<file path="src/rtl/mem_master_pkg.sv">
// Shared types and default geometry for the PicoComputer data-memory initiator.
package mem_master_pkg;

  localparam int unsigned MEM_ADDR_WIDTH = 6;
  localparam int unsigned MEM_DATA_WIDTH = 16;

  typedef enum logic [1:0] {
    IDLE   = 2'd0,
    PTR    = 2'd1,
    ACCESS = 2'd2,
    DONE   = 2'd3
  } state_e;

endpackage

</file>
<file path="src/rtl/mem_master.sv">
// Load/store initiator for the 64x16 data memory, with direct and pointer-indirect addressing.
// Optional pointer range check is built when MEM_MASTER_BOUNDS_EN is defined.
module mem_master
  import mem_master_pkg::*;
#(
  parameter int unsigned ADDR_WIDTH = MEM_ADDR_WIDTH,
  parameter int unsigned DATA_WIDTH = MEM_DATA_WIDTH
) (
  input  logic                  clk,
  input  logic                  rst_n,
  // Handshakes: a transfer happens on a rising edge where valid && ready;
  // a producer holds valid and its payload stable until that edge.
  input  logic                  req_valid,
  output logic                  req_ready,
  input  logic                  req_we,
  input  logic                  req_ind,
  input  logic [ADDR_WIDTH-1:0] req_addr,
  input  logic [DATA_WIDTH-1:0] req_data,
  output logic                  rsp_valid,
  input  logic                  rsp_ready,
  output logic [DATA_WIDTH-1:0] rsp_data,
  output logic                  rsp_err,
  output logic [ADDR_WIDTH-1:0] mem_addr,
  output logic                  mem_we,
  output logic [DATA_WIDTH-1:0] mem_data,
  input  logic [DATA_WIDTH-1:0] mem_out,
  output state_e                dbg_state
);

  state_e                state_q, state_d;
  logic                  we_q, we_d;
  logic [ADDR_WIDTH-1:0] mem_addr_q, mem_addr_d;
  logic [DATA_WIDTH-1:0] mem_data_q, mem_data_d;
  logic [DATA_WIDTH-1:0] rsp_data_q, rsp_data_d;
  logic                  abort;
  logic                  ptr_oob;

  // Pointer bits above the address field; always zero when the widths match.
  assign ptr_oob = (mem_out >> ADDR_WIDTH) != '0;

`ifdef MEM_MASTER_BOUNDS_EN
  logic err_q, err_d;

  always_ff @(posedge clk or negedge rst_n) begin
    if (!rst_n) err_q <= 1'b0;
    else        err_q <= err_d;
  end

  always_comb begin
    err_d = err_q;
    if (state_q == PTR && ptr_oob)                     err_d = 1'b1;
    else if (state_q == DONE && rsp_ready)             err_d = 1'b0;
  end

  assign abort   = err_q;
  assign rsp_err = err_q;
`else
  logic unused_ptr_oob;
  assign unused_ptr_oob = ptr_oob;
  assign abort   = 1'b0;
  assign rsp_err = 1'b0;
`endif

  always_ff @(posedge clk or negedge rst_n) begin
    if (!rst_n) begin
      state_q    <= IDLE;
      we_q       <= 1'b0;
      mem_addr_q <= '0;
      mem_data_q <= '0;
      rsp_data_q <= '0;
    end else begin
      state_q    <= state_d;
      we_q       <= we_d;
      mem_addr_q <= mem_addr_d;
      mem_data_q <= mem_data_d;
      rsp_data_q <= rsp_data_d;
    end
  end

  // mem_addr_q doubles as the address/pointer register: it holds req_addr for
  // PTR and direct ACCESS, and is reloaded with the truncated pointer for
  // indirect ACCESS, so the memory pins always come straight from flops.
  always_comb begin
    state_d    = state_q;
    we_d       = we_q;
    mem_addr_d = mem_addr_q;
    mem_data_d = mem_data_q;
    rsp_data_d = rsp_data_q;
    unique case (state_q)
      IDLE: begin
        if (req_valid) begin
          we_d       = req_we;
          mem_addr_d = req_addr;
          if (req_we) mem_data_d = req_data;
          state_d    = req_ind ? PTR : ACCESS;
        end
      end
      PTR: begin
        mem_addr_d = mem_out[ADDR_WIDTH-1:0];
        state_d    = ACCESS;
      end
      ACCESS: begin
        rsp_data_d = (we_q || abort) ? '0 : mem_out;
        state_d    = DONE;
      end
      DONE: begin
        if (rsp_ready) state_d = IDLE;
      end
      default: state_d = IDLE;
    endcase
  end

  // Decoded from state_q so an asynchronous reset drops the write strobe at once.
  assign mem_we    = (state_q == ACCESS) && we_q && !abort;
  assign mem_addr  = mem_addr_q;
  assign mem_data  = mem_data_q;
  assign req_ready = (state_q == IDLE);
  assign rsp_valid = (state_q == DONE);
  assign rsp_data  = rsp_data_q;
  assign dbg_state = state_q;

endmodule

</file>
<file path="config.mk">
export PLATFORM = sky130hd
export DESIGN_NAME = mem_master
export DESIGN_NICKNAME = d
export VERILOG_FILES = /design/src/rtl/mem_master_pkg.sv /design/src/rtl/mem_master.sv
export SDC_FILE = /design/constraint.sdc
export NUM_CORES = 1
export LEC_CHECK = 0
export BUFFER_PORTS_ARGS = -buffer_cell sky130_fd_sc_hd__buf_4
export CELL_PAD_IN_SITES_DETAIL_PLACEMENT = 0
export CELL_PAD_IN_SITES_GLOBAL_PLACEMENT = 1
export CORE_MARGIN = 1
export CORE_UTILIZATION = 37
export DETAILED_ROUTE_END_ITERATION = 7
export GPL_TIMING_DRIVEN = 0
export HOLD_SLACK_MARGIN = 0.06
export PLACE_DENSITY_LB_ADDON = 0.1
export SYNTH_ARGS = -nofsm -noshare
export SYNTH_HDL_FRONTEND = slang
export SYNTH_SLANG_ARGS = --single-unit
</file>
<file path="constraint.sdc">
create_clock -name clk -period 2.5 [get_ports clk]
set_input_delay 0.125 -clock clk [delete_from_list [all_inputs] [get_ports clk]]
set_output_delay 0.125 -clock clk [all_outputs]
set_load 0.02 [all_outputs]
</file>
# After elaboration in Yosys (flattened, before gate mapping)
# Cells that the tools add are included.
[totals]
elab_cells = 24
output_inout_bits = 44
input_bits = 44
register_bits = 41
[op_classes]
muxes = 7
reduce_logical = 7
n_eq_ne = 5
[ops]
columns = ["op", "count"]
rows = [
  ["two-way mux 16 bit", 1],
  ["case mux 6 bit (2 select lines)", 1],
  ["case mux 2 bit (4 select lines)", 1],
  ["two-way mux 2 bit", 3],
  ["two-way mux 6 bit", 1],
  ["AND reduction 2 bit", 3],
  ["== test 2 bit, second input constant", 2],
  ["AND reduction 3 bit", 1],
  ["== test 2 x 1 -> 1 bit, second input constant", 1],
  ["logical NOT 2 bit", 1],
  ["inequality test 2 x 1 -> 1 bit, second input constant", 1],
  ["inequality test 2 bit, second input constant", 1],
  ["nonzero test 2 bit", 1],
  ["logical AND 1 bit", 1],
]

# Longest topological paths before layout
# Gate-level depths: netlist of run 1.
[depth]
word_depth = 3
mapped_depth = 6
ltp_nobuf = 5

# Least setup slack after synthesis of run 1
# No wires, ideal clock.
[synth_path]
path_type = "reg2reg"
start = "register state_q[0] (netlist: dbg_state[0])"
end = "register mem_addr_q[0] (netlist: mem_addr[0])"
period_less_slack_ps = 1822
setup_time_ps = 123
t_required_ps = 2377
arrival_ps = 1700
n_path_buf = 1
path_stages_with_launch = 7
path_slack_ps = 678
cell_sequence = "dfrtp_1 inv_1 ha_1 buf_2 nand2_1 o22a_1 o221a_2"
[synth_via]
elab_chain_len = 3
word_cells_on_any_way = 6
cone_classes = "2 x eq/ne; 1 x mux; 3 x reduce/logical"
[synth_lines]
columns = ["item", "line", "source"]
rows = [
  ["from (decl)", "mem_master.sv:30", "state_e state_q, state_d;"],
  ["from (signal assigned)", "mem_master.sv:72", "state_q <= state_d;"],
  ["logical NOT 2 bit (*)", "--", ""],
  ["net req_ready", "mem_master.sv:14", "output logic req_ready,"],
  ["inequality test 2 bit (no line) or nonzero test 2 bit (tied branches)", "--", ""],
  ["AND reduction 2 bit (no line)", "--", ""],
  ["to (signal assigned)", "mem_master.sv:74", "mem_addr_q <= mem_addr_d;"],
  ["to (decl)", "mem_master.sv:32", "logic [ADDR_WIDTH-1:0] mem_addr_q, mem_addr_d;"],
]
# The timed path passes the listed nets; every way through them passes the cells marked *.
# A chain may end at the register's enable or synchronous reset.

# Final worst setup path of run 1
[layout_path]
start = "register state_q[0] (netlist: dbg_state[0])"
end = "output mem_we"
[layout_via]
elab_chain_len = 2
[layout_lines]
columns = ["item", "line", "source"]
rows = [
  ["== test 2 bit", "mem_master.sv:114", "assign mem_we = (state_q == ACCESS) && we_q && !abort;"],
  ["logical AND 1 bit", "mem_master.sv:114", ""],
  ["to (decl)", "mem_master.sv:24", "output logic mem_we,"],
]
# No other way between the ends.

==> results of run 1 <==
==> cells in the mapped netlist <==
library cell	n
sky130_fd_sc_hd__a21oi_1	1
sky130_fd_sc_hd__and2_1	1
sky130_fd_sc_hd__buf_2	2
sky130_fd_sc_hd__buf_4	1
sky130_fd_sc_hd__buf_6	1
sky130_fd_sc_hd__clkbuf_1	5
sky130_fd_sc_hd__conb_1	1
sky130_fd_sc_hd__dfrtp_1	41
sky130_fd_sc_hd__ha_1	6
sky130_fd_sc_hd__inv_1	20
sky130_fd_sc_hd__mux2_2	16
sky130_fd_sc_hd__mux2i_1	4
sky130_fd_sc_hd__nand2_1	4
sky130_fd_sc_hd__nand2b_1	1
sky130_fd_sc_hd__nand3_1	4
sky130_fd_sc_hd__nand3_4	1
sky130_fd_sc_hd__nand3b_1	20
sky130_fd_sc_hd__nand4b_1	2
sky130_fd_sc_hd__nor2_1	1
sky130_fd_sc_hd__nor2b_1	1
sky130_fd_sc_hd__o21ai_0	18
sky130_fd_sc_hd__o221a_2	4
sky130_fd_sc_hd__o22a_1	4
==> final timing paths <==
kind / to / from
min: mem_data[7] / req_data[7]
max in group asynchronous: mem_data[9] / rst_n
max: mem_we / dbg_state[0]
max reg2reg: mem_addr[4] / dbg_state[0]
min reg2reg: mem_data[7] / mem_data[7]
min in group asynchronous: mem_addr[0] / rst_n
==> power by group <==
group | internal (mW) | total (mW) | switching, mW
registers | 0.979 | 1.17 | 0.195
logic | 0.872 | 1.84 | 0.968
clock network | 0.193 | 0.413 | 0.220
total | 2.05 | 3.43 | 1.38
==> cell type report <==
| type | instances | area (µm²) | share of cell area (%) |
|---|---|---|---|
| Sequential cell | 41 | 1030 | 36.2 |
| Timing Repair Buffer | 102 | 806 | 28.4 |
| Multi-Input combinational cell | 89 | 717 | 25.3 |
| Tap cell | 67 | 83.8 | 2.95 |
| Inverter | 20 | 75.1 | 2.65 |
| Clock buffer | 6 | 72.6 | 2.56 |
| Buffer | 9 | 47.5 | 1.68 |
| Clock inverter | 2 | 10.0 | 0.353 |
==> registers in the layout (all words and copies together) (netlist names) <==
signal     cells
mem_data      16
rsp_data      16
mem_addr       6
dbg_state      2
we_q           1
==> per-stage QoR <==
step	setup slack, ns	util, %	power (mW)	area (µm²)	hold WS (ns)
5_1_grt	0.332	59.3	3.68	2840	0.0668
3_5_place_dp	0.723	54.2	3.02	2590	0.141
2_1_floorplan	0.678	-	2.27	1870	-0.171
4_1_cts	0.444	59.3	3.47	2840	0.0601
3_3_place_gp	0.735	54.2	3.00	2590	0.145
6_report	0.487	59.3	3.43	2840	0.0706
==> routing by layer <==
layer | vias up | part of all wire, %
met5 | - | 0
met4 | 0 | 1.1
li1 | 754 | -
met2 | 50 | 49
met1 | 728 | 44
met3 | 7 | 6.5
==> cells by family (layout without fill, tap and decap cells) <==
family | count (synthesis) | after routing | synth area share [%]
AOI/OAI and AO/OA | 27 | 27 | 9.39
other | 1 | 1 | 0.201
and+or+nand+nor | 35 | 35 | 13.0
adders and majority gates | 6 | 6 | 4.02
DFF | 41 | 41 | 55.0
buffers and inverters | 29 | 139 | 6.57
muxes | 20 | 20 | 11.8
==> reports/results.txt, run 1 <==
Slew headroom: 64.9%
Slowest cell on crit path: sky130_fd_sc_hd__dfrtp_1
sequential element share of the synthesized area: 55.0%
Pre-antenna DRT Iters: 4
most area-consuming cells after synthesis: sky130_fd_sc_hd__dfrtp_1 55%, sky130_fd_sc_hd__mux2_2 9.7%, sky130_fd_sc_hd__nand3b_1 8.0%
Cells on Worst Hold Path: 2
met3 usage: 5.94%
worst path bufs/invs: 3
met2 Resource Use GR: 29.0%
post-cts gate resize count: 0
final weighted congestion in routability-driven placement: 0.770
Tmin final: 2.01 ns
TritonCTS clock tree: built
ratio of total power to cell area: 1210 nW/µm²
net count of the mapped netlist: 209
total clock buffers created by CTS: 5
Post-layout nets: 318
Overall Global Routing Usage: 16.8%
endpoint class of the critical path: output pin
Setup TNS: 0 ns
Syn-to-layout area delta: 52.1%
reported leakage power: 1.38 nW
total inserted antenna cells: 0
final non-filler cell total: 336
setup repair after global routing missed its margin: false
number of cells on the worst reg-to-reg path: 6
total of buffers placed on input and output ports: 86
Initial Util: 39.0%
met1 usage: 19.6%
Arrival @ worst endpoint: 1.89 ns
cell-by-cell trace of the critical path: inv_1, ha_1, clkbuf_1, and2_1, buf_4
worst vdd rail ir drop: 577 µV
top cell family by delay on the critical path: buffers and inverters
worst path required time: 2.38 ns
root buffer cell: sky130_fd_sc_hd__clkbuf_8
die outline height: 73.0 µm
vias in the first global route: 1,515
largest net degree at the start of global routing: 42
vias: 1,539
most common library cell in the layout ignoring fill and taps: sky130_fd_sc_hd__buf_4
Clock transition at path regs: 0.08 ns
routed vias/inst: 4.58
Cell variety after synth: 23
total wirelength of the detailed-routed design: 4.29 mm
final worst clock skew: 0.00796 ns
remaining global-route overflow: 0
number of sinks driven by the clock tree: 41
slack of the worst reg-to-reg path: 0.74 ns
max-slew violation count: 0
HP Class: in2reg
part of the cycle the worst path needs: 80.5%
area of the placeable core: 4790 µm²
measured slew at the worst slew-check pin: 0.527 ns
wire per inst: 12.8 µm
mean instance size in the synthesized netlist: 11.7 µm²
cell count along the critical path: 5
wire length of the first global-routing pass: 6.78 mm
number of hold-slack violations in the final timing report: 0
Placed Cells: 312
result of the run: complete, no violations
share of post-route cells with drive strength above 1: 43.9%
most frequent cells in the layout: 87 x sky130_fd_sc_hd__buf_4, 41 x sky130_fd_sc_hd__dfrtp_1, 20 x sky130_fd_sc_hd__inv_1, 20 x sky130_fd_sc_hd__nand3b_1, 18 x sky130_fd_sc_hd__o21ai_0
slowest cell delay on critical path: 0.42 ns
remaining number of nets flagged by the antenna check after routing: 0
antenna violations before repair: 0
x dimension of the die: 73.0 µm
Synth warnings: 0
number of design-rule violations left by the first detailed-router iteration: 67
category of the most critical setup path: reg2out
worst-skew pair later-pin latency: 0.29 ns
post-synthesis register bit count: 41
I/O Pins: 88
largest fanout on the critical path: 10
Die Outline Area: 5330 µm²
Placement Rows: 25
layer with the highest usage after global routing: met2
drc violations: 0
area share of the largest cell type after synthesis: 55.0%
count of filler cells inserted in the layout: 430
total setup violations reported at the end of the flow: 0
setup repair bufs after CTS: 0
hold_buf cts: 16
top achievable clock speed: 497 MHz
Mapped Area: 1870 µm²
sum of net half-perimeters after detailed placement: 2.98 mm
Max-cap violations: 0
leading area contributor after synthesis: sky130_fd_sc_hd__dfrtp_1
Syn Inst Count: 159
Clock Tree Buf Depth: 2
CTS H-Tree Depth: 2
Startpoint Class: register
Note: power is estimated with default switching activity, not from simulation.
==> run 2, diff against run 1 <==
--- a/config.mk
+++ b/config.mk
@@ -9,7 +9,7 @@
 export CELL_PAD_IN_SITES_DETAIL_PLACEMENT = 0
 export CELL_PAD_IN_SITES_GLOBAL_PLACEMENT = 1
 export CORE_MARGIN = 1
-export CORE_UTILIZATION = 37
+export CORE_UTILIZATION = 34
 export DETAILED_ROUTE_END_ITERATION = 7
 export GPL_TIMING_DRIVEN = 0
 export HOLD_SLACK_MARGIN = 0.06
==> constraint.sdc (replaced) <==
create_clock -name clk -period 1.9 [get_ports clk]
set_input_delay 0.095 -clock clk [delete_from_list [all_inputs] [get_ports clk]]
set_output_delay 0.095 -clock clk [all_outputs]
set_load 0.02 [all_outputs]
==> run 2 against run 1 <==
Compared with the run above: clock skew decreased by 0.0052 ns; cell area increased by 5.3%; critical path type unchanged; combinational power increased by 34%; non-clock buffer count increased by 14.
==> reports/results.txt, run 2 (same netlist as run 1, synthesis figures left out) <==
I/O Pins: 88 (unchanged)
ratio of total power to cell area: 1520 nW/µm² (+26%)
antenna violations before repair: 0 (unchanged)
vias: 1,590 (+3.3%)
net switching power: 1.82 mW (+32%)
category of the most critical setup path: reg2out
vias in the first global route: 1,594 (+5.2%)
remaining global-route overflow: 0 (unchanged)
cell-by-cell trace of the critical path: inv_1, ha_2, buf_2, and2_1, buf_4
top achievable clock speed: 567 MHz
Placement Setup Slack: 0.129 ns (-0.594 ns)
Clock Tree Buf Depth: 2 (unchanged)
largest net degree at the start of global routing: 42 (unchanged)
Die Outline Area: 5790 µm² (+8.6%)
TritonCTS clock tree: built
result of the run: complete, no violations
total clock buffers created by CTS: 5 (unchanged)
worst-skew pair later-pin latency: 0.28 ns (about the same)
number of design-rule violations left by the first detailed-router iteration: 45 (-33%)
Overall Global Routing Usage: 16.5% (-0.38 points)
drc violations: 0 (unchanged)
Max-cap violations: 0 (unchanged)
measured slew at the worst slew-check pin: 0.535 ns (+0.00855 ns)
Setup TNS: 0 ns (unchanged)
wire length of the first global-routing pass: 7.53 mm (+11%)
Startpoint Class: register
Tmin final: 1.76 ns
total inserted antenna cells: 0 (unchanged)
Slowest cell on crit path: sky130_fd_sc_hd__dfrtp_1
worst vdd rail ir drop: 700 µV (+21%)
worst path required time: 1.80 ns (-0.58 ns)
area of the placeable core: 5200 µm² (+8.8%)
HP Class: in2reg
Initial Util: 35.8% (-3.1 points)
slowest cell delay on critical path: 0.41 ns (about the same)
Post-layout nets: 332 (+4.4%)
top cell family by delay on the critical path: buffers and inverters
number of hold-slack violations in the final timing report: 0 (unchanged)
total of buffers placed on input and output ports: 86 (unchanged)
die outline height: 76.1 µm (+4.2%)
core occupancy in the finished layout: 57.4% (-1.9 points)
Arrival @ worst endpoint: 1.67 ns (-0.22 ns)
endpoint class of the critical path: output pin
clock network fraction of total power: 12.1% (about the same)
worst path bufs/invs: 3 (unchanged)
Syn-to-layout area delta: 60.2%
setup repair after global routing missed its margin: false
Comb power frac: 54.2% (+0.5 points)
sum of net half-perimeters after detailed placement: 3.05 mm (+2.5%)
share of power burned in registers: 33.7% (-0.6 points)
count of filler cells inserted in the layout: 496 (+15%)
remaining number of nets flagged by the antenna check after routing: 0 (unchanged)
Sw Ratio: 40.1% (-0.25 points)
largest fanout on the critical path: 10 (unchanged)
root buffer cell: sky130_fd_sc_hd__clkbuf_8
setup slack after layout: 0.138 ns (-0.349 ns)
wire per inst: 12.7 µm (-0.13%)
Pre-antenna DRT Iters: 4 (unchanged)
final worst clock skew: 0.00280 ns (-0.00516 ns)
part of the cycle the worst path needs: 92.7%
x dimension of the die: 76.1 µm (+4.2%)
Slew headroom: 64.3% (-0.57 points)
setup repair bufs after CTS: 0 (unchanged)
final weighted congestion in routability-driven placement: 0.736 (-4.4%)
max-slew violation count: 0 (unchanged)
Placed Cells: 315 (+0.96%)
most frequent cells in the layout: 87 x sky130_fd_sc_hd__buf_4, 41 x sky130_fd_sc_hd__dfrtp_1, 30 x sky130_fd_sc_hd__dlygate4sd3_1
total setup violations reported at the end of the flow: 0 (unchanged)
routed vias/inst: 4.50 (-1.7%)
share of post-route cells with drive strength above 1: 42.0% (-1.8 points)
cell-internal power: 2.73 mW (+33%)
Clock transition at path regs: 0.08 ns (about the same)
most common library cell in the layout ignoring fill and taps: sky130_fd_sc_hd__buf_4
final non-filler cell total: 353 (+5.1%)
total wirelength of the detailed-routed design: 4.50 mm (+4.9%)
number of sinks driven by the clock tree: 41 (unchanged)
CTS H-Tree Depth: 2 (unchanged)
reported leakage power: 1.43 nW (+3.9%)
Placement Rows: 26 (+4.0%)
-- run 2: cell count changes in the layout (fill, tap and decap cells not counted) --
cell	previous run	this run
sky130_fd_sc_hd__clkbuf_4	0	1
sky130_fd_sc_hd__clkinv_2	2	0
sky130_fd_sc_hd__clkinvlp_4	0	1
sky130_fd_sc_hd__dlygate4sd3_1	16	30
sky130_fd_sc_hd__ha_1	6	5
sky130_fd_sc_hd__ha_2	0	1
-- run 2: final timing paths --
check                             start           to  slack [ns]  cells after the start
max                        dbg_state[0]       mem_we        0.14                      5
min                          mem_out[3]  rsp_data[3]        0.07                      3
max reg2reg                dbg_state[0]  mem_addr[0]        0.16                      6
min reg2reg                 mem_data[6]  mem_data[6]        0.51                      1
max in group asynchronous         rst_n  rsp_data[7]        1.20                      2
min in group asynchronous         rst_n  mem_addr[1]        0.33                      2
-- run 2: through the flow --
step	area (µm²)	total power, mW	hold WS [ns]
detailed placement	2600	3.98	0.117
global route	2990	4.90	0.0772
finish	2990	4.55	0.0695
global placement	2600	3.97	0.121
CTS	2980	4.61	0.0623
floorplan	1870	2.99	-0.201
-- run 2: power by group through the flow --
| stage | Combinational [mW] | Sequential, mW | Clock [mW] |
|---|---|---|---|
| after global routing | 2.68 | 1.60 | 0.617 |
| after CTS | 2.49 | 1.54 | 0.577 |
| after floorplan | 0.976 | 2.01 | 0 |
| after detailed placement | 2.43 | 1.55 | 0 |
| final | 2.46 | 1.53 | 0.551 |
| after global placement | 2.42 | 1.55 | 0 |
-- run 2: worst register-to-register path, stage by stage (launching register included) --
cell and delay, ns:
sky130_fd_sc_hd__dfrtp_1 0.41, sky130_fd_sc_hd__inv_1 0.17, sky130_fd_sc_hd__ha_1 0.24, sky130_fd_sc_hd__clkbuf_4 0.23, sky130_fd_sc_hd__nand2_1 0.14, sky130_fd_sc_hd__o22a_1 0.20, sky130_fd_sc_hd__o221a_2 0.24
-- run 2: timing repair --
| action | 4_1_cts | 5_1_grt |
|---|---|---|
| hold buffers | 30 | 0 |
| pin swaps | 0 | 0 |
| resized for setup | 1 | 3 |
| setup endpoints to repair | 1 | 5 |
| gates cloned | 0 | 0 |
| hold endpoints to repair | 70 | 0 |
-- run 2: final cells by class --
cell class	count	area, µm²	area share [%]
clock buffer	7	76.3	2.55
clock inverter	1	7.51	0.251
buffer	9	51.3	1.72
sequential	41	1030	34.3
timing repair buffer	116	946	31.6
tap	70	87.6	2.93
inverter	20	75.1	2.51
multi-input combinational	89	719	24.1
-- run 2: layer usage --
metal | wire [µm] | global-route usage, % | up-vias | share of wire (%)
li1 | - | - | 788 | -
met1 | 1970 | 20.7 | 746 | 44
met2 | 2230 | 27.4 | 51 | 50
met3 | 249 | 4.67 | 5 | 5.5
met4 | 51 | 5.19 | 0 | 1.1
met5 | 0 | 0 | - | 0
==> run 3, diff against run 2 <==
==> constraint.sdc (replaced) <==
create_clock -name clk -period 1.7 [get_ports clk]
set_input_delay 0.085 -clock clk [delete_from_list [all_inputs] [get_ports clk]]
set_output_delay 0.085 -clock clk [all_outputs]
set_load 0.01 [all_outputs]
==> run 3 against run 2 <==
Compared with the run above: critical path depth grew 1; die area unchanged; non-clock buffer count grew 3; global-route usage grew 0.21 points; cell area is 1.8% higher; total power up 4.9%; clock power increased by 13%; highest routed layer unchanged.
==> reports/results.txt, run 3 (same netlist as run 1, synthesis figures left out) <==
vias: 1,600 (+0.63%)
max-slew violation count: 0 (unchanged)
net switching power: 1.70 mW (-6.7%)
vias in the first global route: 1,625 (+1.9%)
drc violations: 0 (unchanged)
most common library cell in the layout ignoring fill and taps: sky130_fd_sc_hd__buf_4
share of power burned in registers: 36.2% (+2.5 points)
total setup violations reported at the end of the flow: 0 (unchanged)
Comb power frac: 50.7% (-3.5 points)
number of hold-slack violations in the final timing report: 0 (unchanged)
top achievable clock speed: 637 MHz
TritonCTS clock tree: built
cell-internal power: 3.07 mW (+13%)
number of design-rule violations left by the first detailed-router iteration: 72 (+60%)
Slew headroom: 65.0% (+0.65 points)
total inserted antenna cells: 0 (unchanged)
x dimension of the die: 76.1 µm (unchanged)
clock network fraction of total power: 13.1% (+1.0 points)
setup slack after layout: 0.130 ns (-0.00754 ns)
Sw Ratio: 35.6% (-4.4 points)
Die Outline Area: 5790 µm² (unchanged)
met3 usage: 4.43% (-0.24 points)
Tmin final: 1.57 ns
total clock buffers created by CTS: 5 (unchanged)
Cells on Worst Hold Path: 3 (unchanged)
antenna violations before repair: 0 (unchanged)
Pre-antenna DRT Iters: 4 (unchanged)
category of the most critical setup path: reg2reg
root buffer cell: sky130_fd_sc_hd__clkbuf_8
largest fanout on the critical path: 10 (unchanged)
Syn-to-layout area delta: 63.0%
Overall Global Routing Usage: 16.7% (+0.21 points)
Placed Cells: 315 (unchanged)
total wirelength of the detailed-routed design: 4.53 mm (+0.69%)
result of the run: complete, no violations
met1 usage: 21.0% (+0.31 points)
measured slew at the worst slew-check pin: 0.526 ns (-0.00981 ns)
ratio of total power to cell area: 1570 nW/µm² (+3.1%)
HP Class: in2reg
worst vdd rail ir drop: 685 µV (-2.0%)
worst-skew pair later-pin latency: 0.29 ns (about the same)
Initial Util: 35.8% (unchanged)
number of cells on the worst reg-to-reg path: 6 (unchanged)
Placement Rows: 26 (unchanged)
Max-cap violations: 0 (unchanged)
Clock transition at path regs: 0.08 ns (about the same)
final weighted congestion in routability-driven placement: 0.736 (unchanged)
part of the cycle the worst path needs: 92.3%
Placement Setup Slack: -0.0710 ns (-0.200 ns)
remaining number of nets flagged by the antenna check after routing: 0 (unchanged)
wire per inst: 12.7 µm (-0.16%)
met2 Resource Use GR: 27.9% (+0.55 points)
CTS H-Tree Depth: 2 (unchanged)
final worst clock skew: 0.00481 ns (+0.00201 ns)
I/O Pins: 88 (unchanged)
number of sinks driven by the clock tree: 41 (unchanged)
Clock Tree Buf Depth: 2 (unchanged)
remaining global-route overflow: 0 (unchanged)
layer with the highest usage after global routing: met2
die outline height: 76.1 µm (unchanged)
total of buffers placed on input and output ports: 86 (unchanged)
setup repair after global routing missed its margin: false
largest net degree at the start of global routing: 42 (unchanged)
final non-filler cell total: 356 (+0.85%)
reported leakage power: 1.45 nW (+0.87%)
endpoint class of the critical path: register
PnR Total Power: 4.77 mW (+4.9%)
Startpoint Class: register
wire length of the first global-routing pass: 7.64 mm (+1.5%)
area of the placeable core: 5200 µm² (unchanged)
most frequent cells in the layout: 88 x sky130_fd_sc_hd__buf_4, 40 x sky130_fd_sc_hd__dfrtp_1, 33 x sky130_fd_sc_hd__dlygate4sd3_1
sum of net half-perimeters after detailed placement: 3.05 mm (unchanged)
routed vias/inst: 4.49 (-0.22%)
share of post-route cells with drive strength above 1: 43.4% (+1.3 points)
worst path required time: 1.88 ns (+0.08 ns)
Arrival @ worst endpoint: 1.75 ns (+0.08 ns)
setup repair bufs after CTS: 0 (unchanged)
Post-layout nets: 335 (+0.90%)
[run 3: timing repair]
item / CTS / global route
hold buffers: 33 / 0
endpoints found under the hold margin: 73 / 0
setup endpoints to repair: 5 / 6
gates resized for setup: 6 / 6
[run 3: per-stage QoR]
| step | hold slack, ns | util (%) | cell area [µm²] | setup TNS (ns) |
|---|---|---|---|---|
| 2_1_floorplan | -0.211 | - | 1870 | 0 |
| 3_3_place_gp | 0.111 | 49.9 | 2600 | -0.321 |
| 3_5_place_dp | 0.107 | 49.9 | 2600 | -0.280 |
| 4_1_cts | 0.0706 | 58.1 | 3020 | 0 |
| 5_1_grt | 0.0876 | 58.4 | 3040 | 0 |
| 6_report | 0.0745 | 58.4 | 3040 | 0 |
[run 3: cell type report]
class                           instances  area (µm²)
Fill cell                             486        2160
Sequential cell                        41        1030
Timing Repair Buffer                  119         976
Multi-Input combinational cell         89         734
Tap cell                               70        87.6
Clock buffer                            7        76.3
Inverter                               20        75.1
Buffer                                  9        57.6
Clock inverter                          1        7.51
[run 3: path summary, 6_finish.rpt]
path                               from      endpoint  slack [ns]
setup / recovery           dbg_state[0]   mem_addr[0]        0.13
hold / removal              req_addr[3]   mem_addr[3]        0.07
setup reg to reg           dbg_state[0]   mem_addr[0]        0.13
hold reg to reg             mem_data[6]   mem_data[6]        0.51
max in group asynchronous         rst_n  dbg_state[1]        1.00
min in group asynchronous         rst_n   mem_addr[1]        0.31
[run 3: routing by layer]
metal | wire length [µm] | vias to the layer above
li1 | - | 794
met1 | 1940 | 751
met2 | 2300 | 50
met3 | 234 | 5
met4 | 51 | 0
met5 | 0 | -
[run 3: critical path, stage by stage (launching register included)]
cell and delay (ns):
sky130_fd_sc_hd__dfrtp_1 0.42, sky130_fd_sc_hd__inv_2 0.14, sky130_fd_sc_hd__ha_2 0.23, sky130_fd_sc_hd__buf_6 0.16
sky130_fd_sc_hd__nand2_2 0.09, sky130_fd_sc_hd__o22a_1 0.18, sky130_fd_sc_hd__o221a_2 0.24
[run 3: power groups by stage]
| stage | registers, mW | clock network (mW) | logic, mW |
|---|---|---|---|
| detailed placement | 1.73 | 0 | 2.34 |
| floorplan | 1.91 | 0 | 1.06 |
| finish | 1.73 | 0.624 | 2.42 |
| global placement | 1.73 | 0 | 2.32 |
| CTS | 1.72 | 0.644 | 2.43 |
| global route | 1.80 | 0.690 | 2.67 |
